--- src/rtl/rf_writeback_arbiter_pkg.sv ---
// Shared widths, defaults and constants for the register file writeback path.
package rf_writeback_arbiter_pkg;

    localparam int NUM_REQ_DEF     = 3;
    localparam int RF_ADDR_LEN_DEF = 5;
    localparam int RF_DATA_LEN_DEF = 32;

    // x0 is hardwired to zero; writes to it are accepted but dropped
    localparam int X0_ADDR = 0;

    function automatic int idx_width(input int n);
        return (n > 1) ? $clog2(n) : 1;
    endfunction

endpackage

--- src/rtl/rf_writeback_arbiter_if.sv ---
// Writeback request bus plus the register file write port it feeds.
interface rf_writeback_arbiter_if
    import rf_writeback_arbiter_pkg::*;
#(
    parameter int NUM_REQ     = NUM_REQ_DEF,
    parameter int RF_ADDR_LEN = RF_ADDR_LEN_DEF,
    parameter int RF_DATA_LEN = RF_DATA_LEN_DEF
);

    logic                           stall;
    logic [NUM_REQ-1:0]             req_valid;
    logic [NUM_REQ*RF_ADDR_LEN-1:0] req_addr;
    logic [NUM_REQ*RF_DATA_LEN-1:0] req_data;
    logic [NUM_REQ-1:0]             req_ready;
    logic                           w_en;
    logic [RF_ADDR_LEN-1:0]         rd_addr;
    logic [RF_DATA_LEN-1:0]         rd_write_data;

    modport master (
        output stall, req_valid, req_addr, req_data,
        input  req_ready, w_en, rd_addr, rd_write_data
    );

    modport slave (
        input  stall, req_valid, req_addr, req_data,
        output req_ready, w_en, rd_addr, rd_write_data
    );

endinterface

--- src/rtl/rf_writeback_arbiter_rr_priority_arbiter.sv ---
// Combinational rotating-priority picker; the pointer register lives in the caller.
module rr_priority_arbiter
    import rf_writeback_arbiter_pkg::*;
#(
    parameter int N  = 3,
    parameter int PW = idx_width(N)
) (
    input  logic [N-1:0]  req,
    input  logic [PW-1:0] ptr,
    input  logic          enable,
    output logic [N-1:0]  grant,
    output logic [PW-1:0] win_idx,
    output logic          any_grant
);

    always_comb begin
        int j;
        j         = 0;
        grant     = '0;
        win_idx   = '0;
        any_grant = 1'b0;
        for (int i = 0; i < N; i++) begin
            j = int'(ptr) + i;
            if (j >= N) begin
                j = j - N;
            end
            if (enable && !any_grant && req[j]) begin
                any_grant = 1'b1;
                grant[j]  = 1'b1;
                win_idx   = PW'(j);
            end
        end
    end

endmodule

--- src/rtl/rf_writeback_arbiter.sv ---
// Round-robin arbitration of writeback sources onto the single RF write port.
module rf_writeback_arbiter
    import rf_writeback_arbiter_pkg::*;
#(
    parameter int NUM_REQ     = NUM_REQ_DEF,
    parameter int RF_ADDR_LEN = RF_ADDR_LEN_DEF,
    parameter int RF_DATA_LEN = RF_DATA_LEN_DEF
) (
    input logic clk,
    input logic rst,
    rf_writeback_arbiter_if.slave bus
);

    localparam int PW = idx_width(NUM_REQ);

    logic [PW-1:0]          ptr;
    logic [PW-1:0]          ptr_nxt;
    logic [PW-1:0]          win_idx;
    logic [NUM_REQ-1:0]     grant;
    logic                   any_grant;
    logic                   arb_en;
    logic [RF_ADDR_LEN-1:0] addr_arr [NUM_REQ];
    logic [RF_DATA_LEN-1:0] data_arr [NUM_REQ];
    logic [RF_ADDR_LEN-1:0] win_addr;
    logic [RF_DATA_LEN-1:0] win_data;
    logic                   w_en_q;
    logic [RF_ADDR_LEN-1:0] rd_addr_q;
    logic [RF_DATA_LEN-1:0] rd_data_q;

    // Reset masks ready so nothing is handed off while state is clearing
    assign arb_en = !bus.stall && !rst;

    rr_priority_arbiter #(
        .N  (NUM_REQ),
        .PW (PW)
    ) u_arb (
        .req       (bus.req_valid),
        .ptr       (ptr),
        .enable    (arb_en),
        .grant     (grant),
        .win_idx   (win_idx),
        .any_grant (any_grant)
    );

    always_comb begin
        for (int i = 0; i < NUM_REQ; i++) begin
            addr_arr[i] = bus.req_addr[i*RF_ADDR_LEN +: RF_ADDR_LEN];
            data_arr[i] = bus.req_data[i*RF_DATA_LEN +: RF_DATA_LEN];
        end
    end

    assign win_addr = addr_arr[win_idx];
    assign win_data = data_arr[win_idx];

    assign ptr_nxt = (int'(win_idx) == NUM_REQ - 1) ? '0
                   : win_idx + PW'(1);

    always_ff @(posedge clk or posedge rst) begin
        if (rst) begin
            ptr       <= '0;
            w_en_q    <= 1'b0;
            rd_addr_q <= '0;
            rd_data_q <= '0;
        end else begin
            w_en_q <= 1'b0;
            if (any_grant) begin
                ptr <= ptr_nxt;
                if (win_addr != RF_ADDR_LEN'(X0_ADDR)) begin
                    w_en_q    <= 1'b1;
                    rd_addr_q <= win_addr;
                    rd_data_q <= win_data;
                end
            end
        end
    end

    assign bus.req_ready     = grant;
    assign bus.w_en          = w_en_q;
    assign bus.rd_addr       = rd_addr_q;
    assign bus.rd_write_data = rd_data_q;

endmodule

--- src/flat_wrapper.sv ---
// flat-port wrapper written by rule: the top's interface ports become plain ports
module rf_writeback_arbiter_flat import rf_writeback_arbiter_pkg::*;
#(
    parameter int NUM_REQ     = NUM_REQ_DEF,
    parameter int RF_ADDR_LEN = RF_ADDR_LEN_DEF,
    parameter int RF_DATA_LEN = RF_DATA_LEN_DEF
)
  (clk, rst, bus_stall, bus_req_valid, bus_req_addr, bus_req_data, bus_req_ready, bus_w_en, bus_rd_addr, bus_rd_write_data);
  rf_writeback_arbiter_if #(.NUM_REQ(NUM_REQ), .RF_ADDR_LEN(RF_ADDR_LEN), .RF_DATA_LEN(RF_DATA_LEN)) bus_i ();
  input logic clk;
  input logic rst;
  input wire logic [$bits(bus_i.stall)-1:0] bus_stall;
  input wire logic [$bits(bus_i.req_valid)-1:0] bus_req_valid;
  input wire logic [$bits(bus_i.req_addr)-1:0] bus_req_addr;
  input wire logic [$bits(bus_i.req_data)-1:0] bus_req_data;
  output wire logic [$bits(bus_i.req_ready)-1:0] bus_req_ready;
  output wire logic [$bits(bus_i.w_en)-1:0] bus_w_en;
  output wire logic [$bits(bus_i.rd_addr)-1:0] bus_rd_addr;
  output wire logic [$bits(bus_i.rd_write_data)-1:0] bus_rd_write_data;
  assign bus_i.stall = bus_stall;
  assign bus_i.req_valid = bus_req_valid;
  assign bus_i.req_addr = bus_req_addr;
  assign bus_i.req_data = bus_req_data;
  assign bus_req_ready = bus_i.req_ready;
  assign bus_w_en = bus_i.w_en;
  assign bus_rd_addr = bus_i.rd_addr;
  assign bus_rd_write_data = bus_i.rd_write_data;
  rf_writeback_arbiter #(.NUM_REQ(NUM_REQ), .RF_ADDR_LEN(RF_ADDR_LEN), .RF_DATA_LEN(RF_DATA_LEN)) u_core (.clk(clk), .rst(rst), .bus(bus_i));
endmodule
--- config.mk ---
export PLATFORM = sky130hd
export DESIGN_NAME = rf_writeback_arbiter_flat
export DESIGN_NICKNAME = d
export VERILOG_FILES = /design/src/rtl/rf_writeback_arbiter_pkg.sv /design/src/rtl/rf_writeback_arbiter_if.sv /design/src/rtl/rf_writeback_arbiter_rr_priority_arbiter.sv /design/src/rtl/rf_writeback_arbiter.sv /design/src/flat_wrapper.sv
export SDC_FILE = /design/constraint.sdc
export NUM_CORES = 1
export LEC_CHECK = 0
export ABC_AREA = 1
export BUFFER_PORTS_ARGS = -buffer_cell sky130_fd_sc_hd__clkbuf_2
export CAP_MARGIN = 5
export CORE_ASPECT_RATIO = 0.8
export CORE_UTILIZATION = 40
export CTS_CLUSTER_DIAMETER = 40
export CTS_CLUSTER_SIZE = 12
export DETAILED_ROUTE_END_ITERATION = 10
export PLACE_DENSITY = 0.77
export SLEW_MARGIN = 10
export SYNTH_ARGS = -nofsm -noshare
export SYNTH_HDL_FRONTEND = slang
export SYNTH_SLANG_ARGS = --single-unit
--- constraint.sdc ---
create_clock -name clk -period 2.4 [get_ports clk]
set_clock_uncertainty 0.15 [all_clocks]
set_input_delay 0.24 -clock clk [delete_from_list [all_inputs] [get_ports clk]]
set_output_delay 0.24 -clock clk [all_outputs]
set_load 0.05 [all_outputs]
==> After elaboration in Yosys (flattened, before gate mapping) <==
Cells that the tools add are included.
W data, S select, Z words.
{ "totals": {"reg_bits": 40, "elab_cells": 75} }
{ "classes": {"order_cmp": 10, "reduce_logical": 15, "addsub": 6, "mux": 36, "bitwise_logic": 3, "eq_ne": 1} }
{ "ops": {"columns": ["op", "count"], "rows": [
  ["$mux W32", 5],
  ["$ge A32 B1 Y1 const B", 3],
  ["$lt A32 B4 Y1 const B", 3],
  ["$bmux W32 S2", 1],
  ["$mux W1", 14],
  ["$bmux W5 S2", 1],
  ["$mux W5", 2],
  ["$logic_and A1 B1 Y1", 9],
  ["$mux W3", 3],
  ["$mux W2", 4],
  ["$sub A3 B2 Y4 const B", 2],
  ["$bmux W1 S2", 3],
  ["$demux W1 S2", 3],
  ["$ge A3 B2 Y1 const B", 2],
  ["$or A3 B3 Y3", 2],
  ["$reduce_bool A5 Y1", 1],
  ["$logic_not A1 Y1", 4],
  ["$add A2 B1 Y3 const B", 1],
  ["$add A2 B2 Y3 const B", 1],
  ["$ge A3 B3 Y1 const B", 1],
  ["$not A2 Y3", 1],
  ["$sub A2 B2 Y3 const B", 1],
  ["$add A2 B1 Y2 const B", 1],
  ["$eq A2 B2 Y1 const B", 1],
  ["2 further kinds", 2]
]} }

==> Longest topological paths before layout <==
Gate-level depths: netlist of the first run.
{ "depth": {"depth_word": 22, "depth_mapped": 22} }

==> Modules after synthesis <==
Synthesis of the first run repeated with hierarchy kept, for this count alone.
{ "unflattened": {"cells_unflattened": 412, "hier_area_um2": 2924.1} }
{ "by_module_without_submodules": {"columns": ["mod", "cells_each", "instances", "area_each_um2"], "rows": [
  ["rf_writeback_arbiter", 351, 1, 2583.7],
  ["rr_priority_arbiter", 61, 1, 340.3]
]} }

==> Worst setup path before layout of the first run <==
Ideal clock, no wire load.
{ "synth_path": {"path_kind": "flip-flop to output port", "from": "register u_core.ptr[0]", "to": "output bus_req_ready[2]", "stages_incl_launch_ff": 13, "arrival_time_ns": 2.253, "t_required_ns": 2.010, "path_slack_ns": -0.243, "cell_sequence": "dfrtp_1 inv_1 ha_1 inv_2 nand2_1 nand2_1 nand2_1 nor2_4 nand2_4 nand4_2 buf_2 buf_1 o211ai_1"} }
{ "synth_via": {"elab_chain_cells": 15, "word_cells_on_any_way": 49, "classes_between": "add/sub: 5; order compare: 9; mux: 23; bitwise: 2; reduce/logical: 10"} }
{ "synth_lines": {"columns": ["element", "line_no", "rtl"], "rows": [
  ["start, declared", "rf_writeback_arbiter.sv:16", "logic [PW-1:0] ptr;"],
  ["start signal, assigned", "rf_writeback_arbiter.sv:67", "ptr <= ptr_nxt;"],
  ["parallel branches: the longest is 14 deep, another holds $ge A32 B1 Y1", null, null],
  ["$mux W3 (*)", "rf_writeback_arbiter_rr_priority_arbiter.sv:27", "if (enable && !any_grant && req[j]) begin"],
  ["end, declared", "flat_wrapper.sv:16", "output wire logic [$bits(bus_i.req_ready)-1:0] bus_req_ready;"]
]} }
Every way passes the cells marked *. The select of a mux whose other input is x is not followed.

==> Worst setup path after layout of the first run <==
{ "layout_path": {"from": "register u_core.ptr[0]", "to": "register u_core.rd_addr_q[3] (netlist: u_core.bus.rd_addr[3])"} }
{ "layout_via": {"elab_chain_cells": 21, "word_cells_on_any_way": 39, "classes_between": "add/sub: 5; order compare: 3; mux: 21; bitwise: 1; reduce/logical: 9"} }
{ "layout_lines": {"columns": ["element", "line_no", "rtl"], "rows": [
  ["parallel branches: the longest is 21 deep, another holds $sub A3 B2 Y4", null, null],
  ["end signal, assigned", "rf_writeback_arbiter.sv:70", "rd_addr_q <= win_addr;"],
  ["end, declared", "rf_writeback_arbiter.sv:27", "logic [RF_ADDR_LEN-1:0] rd_addr_q;"]
]} }
Several ways; the timed one is not identified. The select of a mux whose other input is x is not followed.
A chain may end at the register's enable or synchronous reset.

==> results of run 1 <==
## worst max-delay path: cells and delay by family (launching register included)
family | cells | cell delay, ns
flops | 1 | 0.45
buf+inv | 7 | 0.84
fa+ha+maj | 1 | 0.23
simple gates | 12 | 1.22
## placed cells by master, fill, tap and decap left out, types with 2 or more instances in the layout
cell type,n
buf_8,4
nor2_1,33
buf_4,50
nand4_1,2
inv_4,3
nand3_2,12
nand2_4,9
o21ai_4,2
inv_2,6
dfrtp_2,2
a21oi_1,32
o31ai_1,27
clkbuf_8,6
nor2_4,6
ha_4,2
inv_1,13
nand2_2,18
nand3_1,40
buf_6,11
dfrtp_1,38
o31ai_2,5
nand3_4,3
nor2_2,3
buf_16,5
nor3_4,2
nand2_1,111
nand2_8,2
clkbuf_2,154
o21ai_2,2
buf_12,7
## state kept, by name, summed over array words and instances, names as in the netlist
name                      flops
u_core.bus.rd_write_data     32
u_core.bus.rd_addr            5
u_core.ptr                    2
u_core.bus.w_en               1
## what timing repair did
| action | in CTS | in global routing |
|---|---|---|
| gates resized for setup | 81 | 49 |
| setup buffers | 25 | 9 |
| hold endpoints to repair | 16 | 0 |
| cloned | 5 | 1 |
| pin swaps | 17 | 12 |
| setup endpoints to repair | 42 | 42 |
| hold buffers | 1 | 0 |
## area by class of cell
cell class / count / area, µm² / share of cell area [%]
clock buffer: 5 / 68.8 / 1.41
sequential: 40 / 1000 / 20.5
multi-input combinational: 318 / 1910 / 39.1
inverter: 23 / 98.8 / 2.02
tap: 84 / 105 / 2.15
timing repair buffer: 234 / 1660 / 33.9
clock inverter: 3 / 46.3 / 0.947
## Yosys cell counts (all sizes together)
cell	number	area share, %
o31ai	32	8.6
nand4	3	0.90
o221ai	1	0.31
o211ai	1	0.27
clkbuf	14	1.9
nand2	140	19
buf	17	4.2
nand3	55	10
dfrtp	40	36
o21ai	5	1.0
ha	4	1.8
nor2	42	6.3
o21bai	1	0.27
inv	23	3.1
a21oi	32	5.8
nor3	2	0.36
## path summary, 6_finish.rpt
check	endpoint	start	cells past startpoint
max in group asynchronous	u_core.ptr[1]$_DFFE_PP0P_	rst	3
hold reg to reg	u_core.bus.rd_write_data[9]$_DFFE_PP0P_	u_core.bus.rd_write_data[9]$_DFFE_PP0P_	2
hold / removal	u_core.bus.rd_write_data[5]$_DFFE_PP0P_	bus_req_data[37]	5
min in group asynchronous	u_core.ptr[0]$_DFFE_PP0P_	rst	3
setup / recovery	u_core.bus.rd_addr[3]$_DFFE_PP0P_	u_core.ptr[0]$_DFFE_PP0P_	20
setup reg to reg	u_core.bus.rd_addr[3]$_DFFE_PP0P_	u_core.ptr[0]$_DFFE_PP0P_	20
## kinds of logic after synthesis
group / after synthesis
fa+ha+maj: 4
flops: 40
simple gates: 242
compound gates: 72
buf+inv: 54
## routing by layer
layer	GRT usage (%)	routed length [µm]	share of wire (%)
met5	0	0	0
met4	8.33	449	3.7
met3	6.29	1150	9.6
met2	51.1	5790	48
met1	33.9	4640	39
## where the power goes
group          total, mW  switching [mW]  internal (mW)
Sequential          1.25           0.235           1.01
Clock              0.577           0.263          0.314
Combinational       5.97            3.63           2.34
Total               7.80            4.13           3.67
==> results by group, run 1 <==
Detailed routing
  • WL per Instance: 17.0 µm
  • Detailed Routing Iterations Pass 1: 4
  • DRC: 0
  • DRT iter0 DRCs: 251
  • DR vias/cell: 5.51
  • Via count: 3897
  • Post-route ant nets: 0
  • Detailed Route WL: 12.0 mm

Global route
  • First-pass GRT wire length: 16.2 mm
  • Initial antenna violation count: 0
  • Grt total ovfl: 0
  • Number of global-route vias before repair: 3453
  • Largest net degree at the start of global routing: 41
  • GRT Util Overall: 28.7%

Setup path
  • Crit path required time: 2.45 ns
  • CP cell instances: inv_2 -> ha_4 -> nor2_2 -> nor2_4 -> nor2_4 -> nand2_8 -> nand2_4 -> nand2_4 -> buf_8 -> nand3_2 -> nand2_1 -> nand2_1 -> nand2_4 -> buf_4 -> buf_4 -> buf_4 -> buf_4 -> buf_4 -> nand3_1 -> nand2_1
  • Worst-path fanout max: 7
  • CP max stage cell: dfrtp_2
  • Peak per-stage delay on the critical path: 0.45 ns
  • CP most frequent cell: buf_4
  • Critical path class: flop to flop
  • Critical Path Sink Type: flop
  • CP Launch Type: flop
  • Arrival @ worst endpoint: 3.05 ns
  • R2R setup slack: -0.61 ns

Floorplanning
  • Die area: 7300 µm²
  • Core ar.: 6540 µm²
  • Vert. Die Dim: 76.6 µm
  • # IOs: 158
  • Num rows: 26
  • Initial core utilization: 42.6%
  • Width of the die: 95.3 µm

Finish
  • Layout cells sized above 1: 51.8%
  • ANT cells: 0
  • Layout overhead on the synthesized area: 75.6%
  • Fin cells: 707
  • Non-Filler Cell Area, Final: 4890 µm²
  • Finished Core Util: 74.8%
  • Layout net count: 743
  • Number of fillers in the final layout: 477

STA
  • Max-slew headroom: 41.2%
  • Finish-stage setup viols: 42
  • Setup TNS: -20.07 ns
  • Max Clock Freq: 0.333 GHz
  • RSZ-0062 raised after global routing: yes
  • Fin. Hold Viols: 0
  • Final min period: 3.01 ns
  • Final setup margin: -0.607 ns
  • Worst hold slack: 0.119 ns
  • Final worst-path cycle share: 125%
  • Worst slew pin tran: 0.881 ns
  • Slew Viols, Final: 0

Yosys
  • Syn_area_per_cell: 6.76 µm²
  • Synth Area in XOR/XNOR: 0%
  • Synth Cell Area: 2790 µm²
  • Simple-Gate Fraction of Synth Area: 36.8%
  • Yosys reg bits: 40
  • Adder-cell share of the synthesized area: 1.80%
  • Unique masters post-synth: 28
  • Syn. warnings: 0
  • Syn_nets: 533
  • Compound-Gate Fraction of Synth Area: 16.3%
  • Seq/Total Area, Yosys: 35.9%
  • Mapped Cells: 412
  • Largest family of logic cells by synthesized area: simple AND/OR/NAND/NOR gates
  • Mux cell area share after synthesis: 0%

Power and ir drop
  • Pwr Total: 7.80 mW
  • Max IR drop VDD: 0.746 mV
  • Power Dens Cells: 1600 nW/µm²
  • Static Leak: 2.58 nW

CTS
  • H-tree depth reported by CTS: 2
  • Clk pin slew, worst setup/hold paths: 0.09 ns
  • Inserted Clock Buffers: 5
  • Largest buffer count on any clock path: 2
  • Number of clock sinks: 40
  • Worst-Skew Late Latency: 0.30 ns
  • CTS tree: done
  • Root Buffer: clkbuf_8

Placed design
  • Routability congestion estimate from global placement: 0.917
  • Dpl hpwl: 6.96 mm
  • DP Area: 3840 µm²
  • Port Buffer Count: 157
  • Placed cell count: 658
  • Pre-CTS setup slack: -0.417 ns

Flow run
  • Number of max-cap violations: 0

Min path
  • Hold Path Class: primary input to flop

Outcome
  • Status: finished with violations
  • Failing checks: setup timing
Power figures use the tool's default switching activity.
==> inputs of run 2 (changes only) <==
--- a/config.mk
+++ b/config.mk
@@ -13,6 +13,7 @@
 export CTS_CLUSTER_DIAMETER = 40
 export CTS_CLUSTER_SIZE = 12
 export DETAILED_ROUTE_END_ITERATION = 10
+export MAX_ROUTING_LAYER = met4
 export PLACE_DENSITY = 0.77
 export SLEW_MARGIN = 10
 export SYNTH_ARGS = -nofsm -noshare
==> run 2 against run 1 <==
- the run still ends with setup timing left
- sequential power about the same
- cell area fell by 2.2%
- sequential cell count stayed put
- utilization decreased by 1.6 points
- first-iteration DRC count decreased by 15%
- largest cell class unchanged
- highest routed layer unchanged
==> results by group, run 2 (synthesis gave the netlist of run 1 again) <==
Setup path
  • CP Buf/Inv Count: 5
  • Worst R2R Path Depth: 19
  • CP delay by family, top: simple AND/OR/NAND/NOR gates
  • Critical path class: flop to flop
  • Number of gates on the worst path with buffers counted: 19
  • Peak per-stage delay on the critical path: 0.46 ns
  • Worst-path fanout max: 9
  • CP Launch Type: flop
  • CP cell instances: inv_2 -> ha_4 -> inv_4 -> nand2_2 -> nand2_2 -> nand2_2 -> nor2_4 -> nand2_4 -> nand4_4 -> buf_6 -> nand3_1 -> nand3_1 -> nand2_2 -> nor2_4 -> nand3_4 -> buf_6 -> buf_6 -> nand3_1 -> nand2_1
  • CP most frequent cell: nand2_2
  • Critical Path Sink Type: flop
  • CP max stage cell: dfrtp_2
  • Arrival @ worst endpoint: 2.82 ns
  • Crit path required time: 2.43 ns

STA
  • Worst hold slack: 0.130 ns
  • Final min period: 2.78 ns
  • Final setup margin: -0.382 ns
  • Worst slew pin tran: 0.373 ns
  • Finish-stage setup viols: 41
  • Max-slew headroom: 75.1%
  • RSZ-0062 raised after global routing: yes
  • Slew Viols, Final: 0
  • Max Clock Freq: 0.359 GHz
  • Fin. Hold Viols: 0
  • Final worst-path cycle share: 116%

Floorplanning
  • Vert. Die Dim: 76.6 µm
  • Core ar.: 6540 µm²
  • Width of the die: 95.3 µm
  • Die area: 7300 µm²
  • Initial core utilization: 42.6%
  • # IOs: 158
  • Num rows: 26

Finish
  • Layout net count: 732
  • Most frequent cells in the layout: clkbuf_2 (154), nand2_1 (95), buf_4 (43), dfrtp_1 (38), nand3_1 (35)
  • Multi-input combinational cell area: 1930 µm²
  • Number of fillers in the final layout: 498
  • Max reg flops: 32
  • Layout cells sized above 1: 53.1%
  • ANT cells: 0
  • Most common library cell in the layout ignoring fill and taps: clkbuf_2
  • Area occupied by registers: 1000 µm²
  • Layout overhead on the synthesized area: 71.7%
  • Finished Core Util: 73.2%

Outcome
  • Failing checks: setup timing
  • Status: finished with violations

Global route
  • Grt total ovfl: 0
  • Initial antenna violation count: 0
  • GRT Util Overall: 29.4%
  • First-pass GRT wire length: 16.2 mm
  • Number of global-route vias before repair: 3463
  • Largest net degree at the start of global routing: 32

Detailed routing
  • Detailed Route WL: 11.2 mm
  • Detailed Routing Iterations Pass 1: 5
  • DRT iter0 DRCs: 213
  • DRC: 0
  • Via count: 3773
  • DR vias/cell: 5.42
  • WL per Instance: 16.1 µm
  • Post-route ant nets: 0

Power and ir drop
  • Static Leak: 2.54 nW
  • Power Dens Cells: 1560 nW/µm²
  • Max IR drop VDD: 0.694 mV

Placed design
  • Port Buffer Count: 157
  • Routability congestion estimate from global placement: 0.931
  • Dpl hpwl: 7.26 mm

CTS
  • Number of clock sinks: 40
  • H-tree depth reported by CTS: 2
  • CTS tree: done
  • Worst-Skew Late Latency: 0.30 ns
  • Clk pin slew, worst setup/hold paths: 0.09 ns
  • Largest buffer count on any clock path: 2
  • Inserted Clock Buffers: 5
  • Root Buffer: clkbuf_8

Min path
  • Hold path cells: 5
  • Hold Path Class: primary input to flop

Flow run
  • Number of max-cap violations: 0
==> run 2: cell types whose count changed in the layout (fill, tap and decap cells not counted), moves of 4 or more <==
cell / before / now
o31ai_1: 27 / 31
o31ai_2: 5 / 1
nand3_1: 40 / 35
nand3_2: 12 / 17
buf_4: 50 / 43
nand2_4: 9 / 13
nand2_2: 18 / 32
nand2_1: 111 / 95
==> run 2: layout make-up <==
type / instances / share of cell area, %
Timing Repair Buffer: 223 / 32.0
Inverter: 23 / 2.01
Clock inverter: 3 / 0.968
Sequential cell: 40 / 21.0
Tap cell: 84 / 2.20
Clock buffer: 5 / 1.44
Multi-Input combinational cell: 318 / 40.4
==> run 2: worst reg2reg max path, delay by kind of cell (launching register included) <==
kind	cells	cell delay (ns)
buffers and inverters	5	0.61
adder cells (fa/ha/maj)	1	0.22
AND/OR/NAND/NOR	13	1.23
flip-flops	1	0.46
==> run 2: what timing repair did <==
| item | 4_1_cts | 5_1_grt |
|---|---|---|
| endpoints found under the setup margin | 42 | 42 |
| gates resized for setup | 96 | 37 |
| gates cloned | 3 | 3 |
| endpoints found under the hold margin | 13 | 0 |
| setup buffers | 15 | 4 |
| hold buffers | 1 | 0 |
| pin swaps | 14 | 9 |
==> run 2: where the power goes <==
group | switching, mW | internal [mW]
Combinational | 3.48 | 2.11
Clock | 0.270 | 0.314
Sequential | 0.254 | 1.02
Total | 4.00 | 3.44
==> run 2: path summary, 6_finish.rpt <==
check	start	to	slack, ns
max in group asynchronous	rst	u_core.bus.rd_write_data[29]$_DFFE_PP0P_	1.23
max reg2reg	u_core.ptr[0]$_DFFE_PP0P_	u_core.bus.rd_write_data[27]$_DFFE_PP0P_	-0.38
min	bus_req_data[48]	u_core.bus.rd_write_data[16]$_DFFE_PP0P_	0.13
min reg2reg	u_core.bus.rd_write_data[16]$_DFFE_PP0P_	u_core.bus.rd_write_data[16]$_DFFE_PP0P_	0.33
min in group asynchronous	rst	u_core.ptr[0]$_DFFE_PP0P_	0.33
max	u_core.ptr[0]$_DFFE_PP0P_	u_core.bus.rd_write_data[27]$_DFFE_PP0P_	-0.38
==> run 2: per-layer routing <==
metal	global-route usage [%]	vias to the layer above	share of wire [%]
met5	-	-	0
met4	9.39	0	2.7
met3	4.99	29	7.7
met2	49.0	199	49
met1	35.8	1784	41
li1	-	1761	-
==> run 2: per-stage QoR <==
stage	setup TNS, ns	cell area [µm²]	setup slack (ns)	cells	total power [mW]
after floorplan	-2.71	2840	-0.0884	412	4.20
after global placement	-15.48	3870	-0.411	663	5.36
after detailed placement	-17.02	3870	-0.459	663	5.45
after CTS	-9.48	4550	-0.251	690	6.92
after global routing	-18.73	4780	-0.512	696	7.87
final	-13.62	4780	-0.382	696	7.44
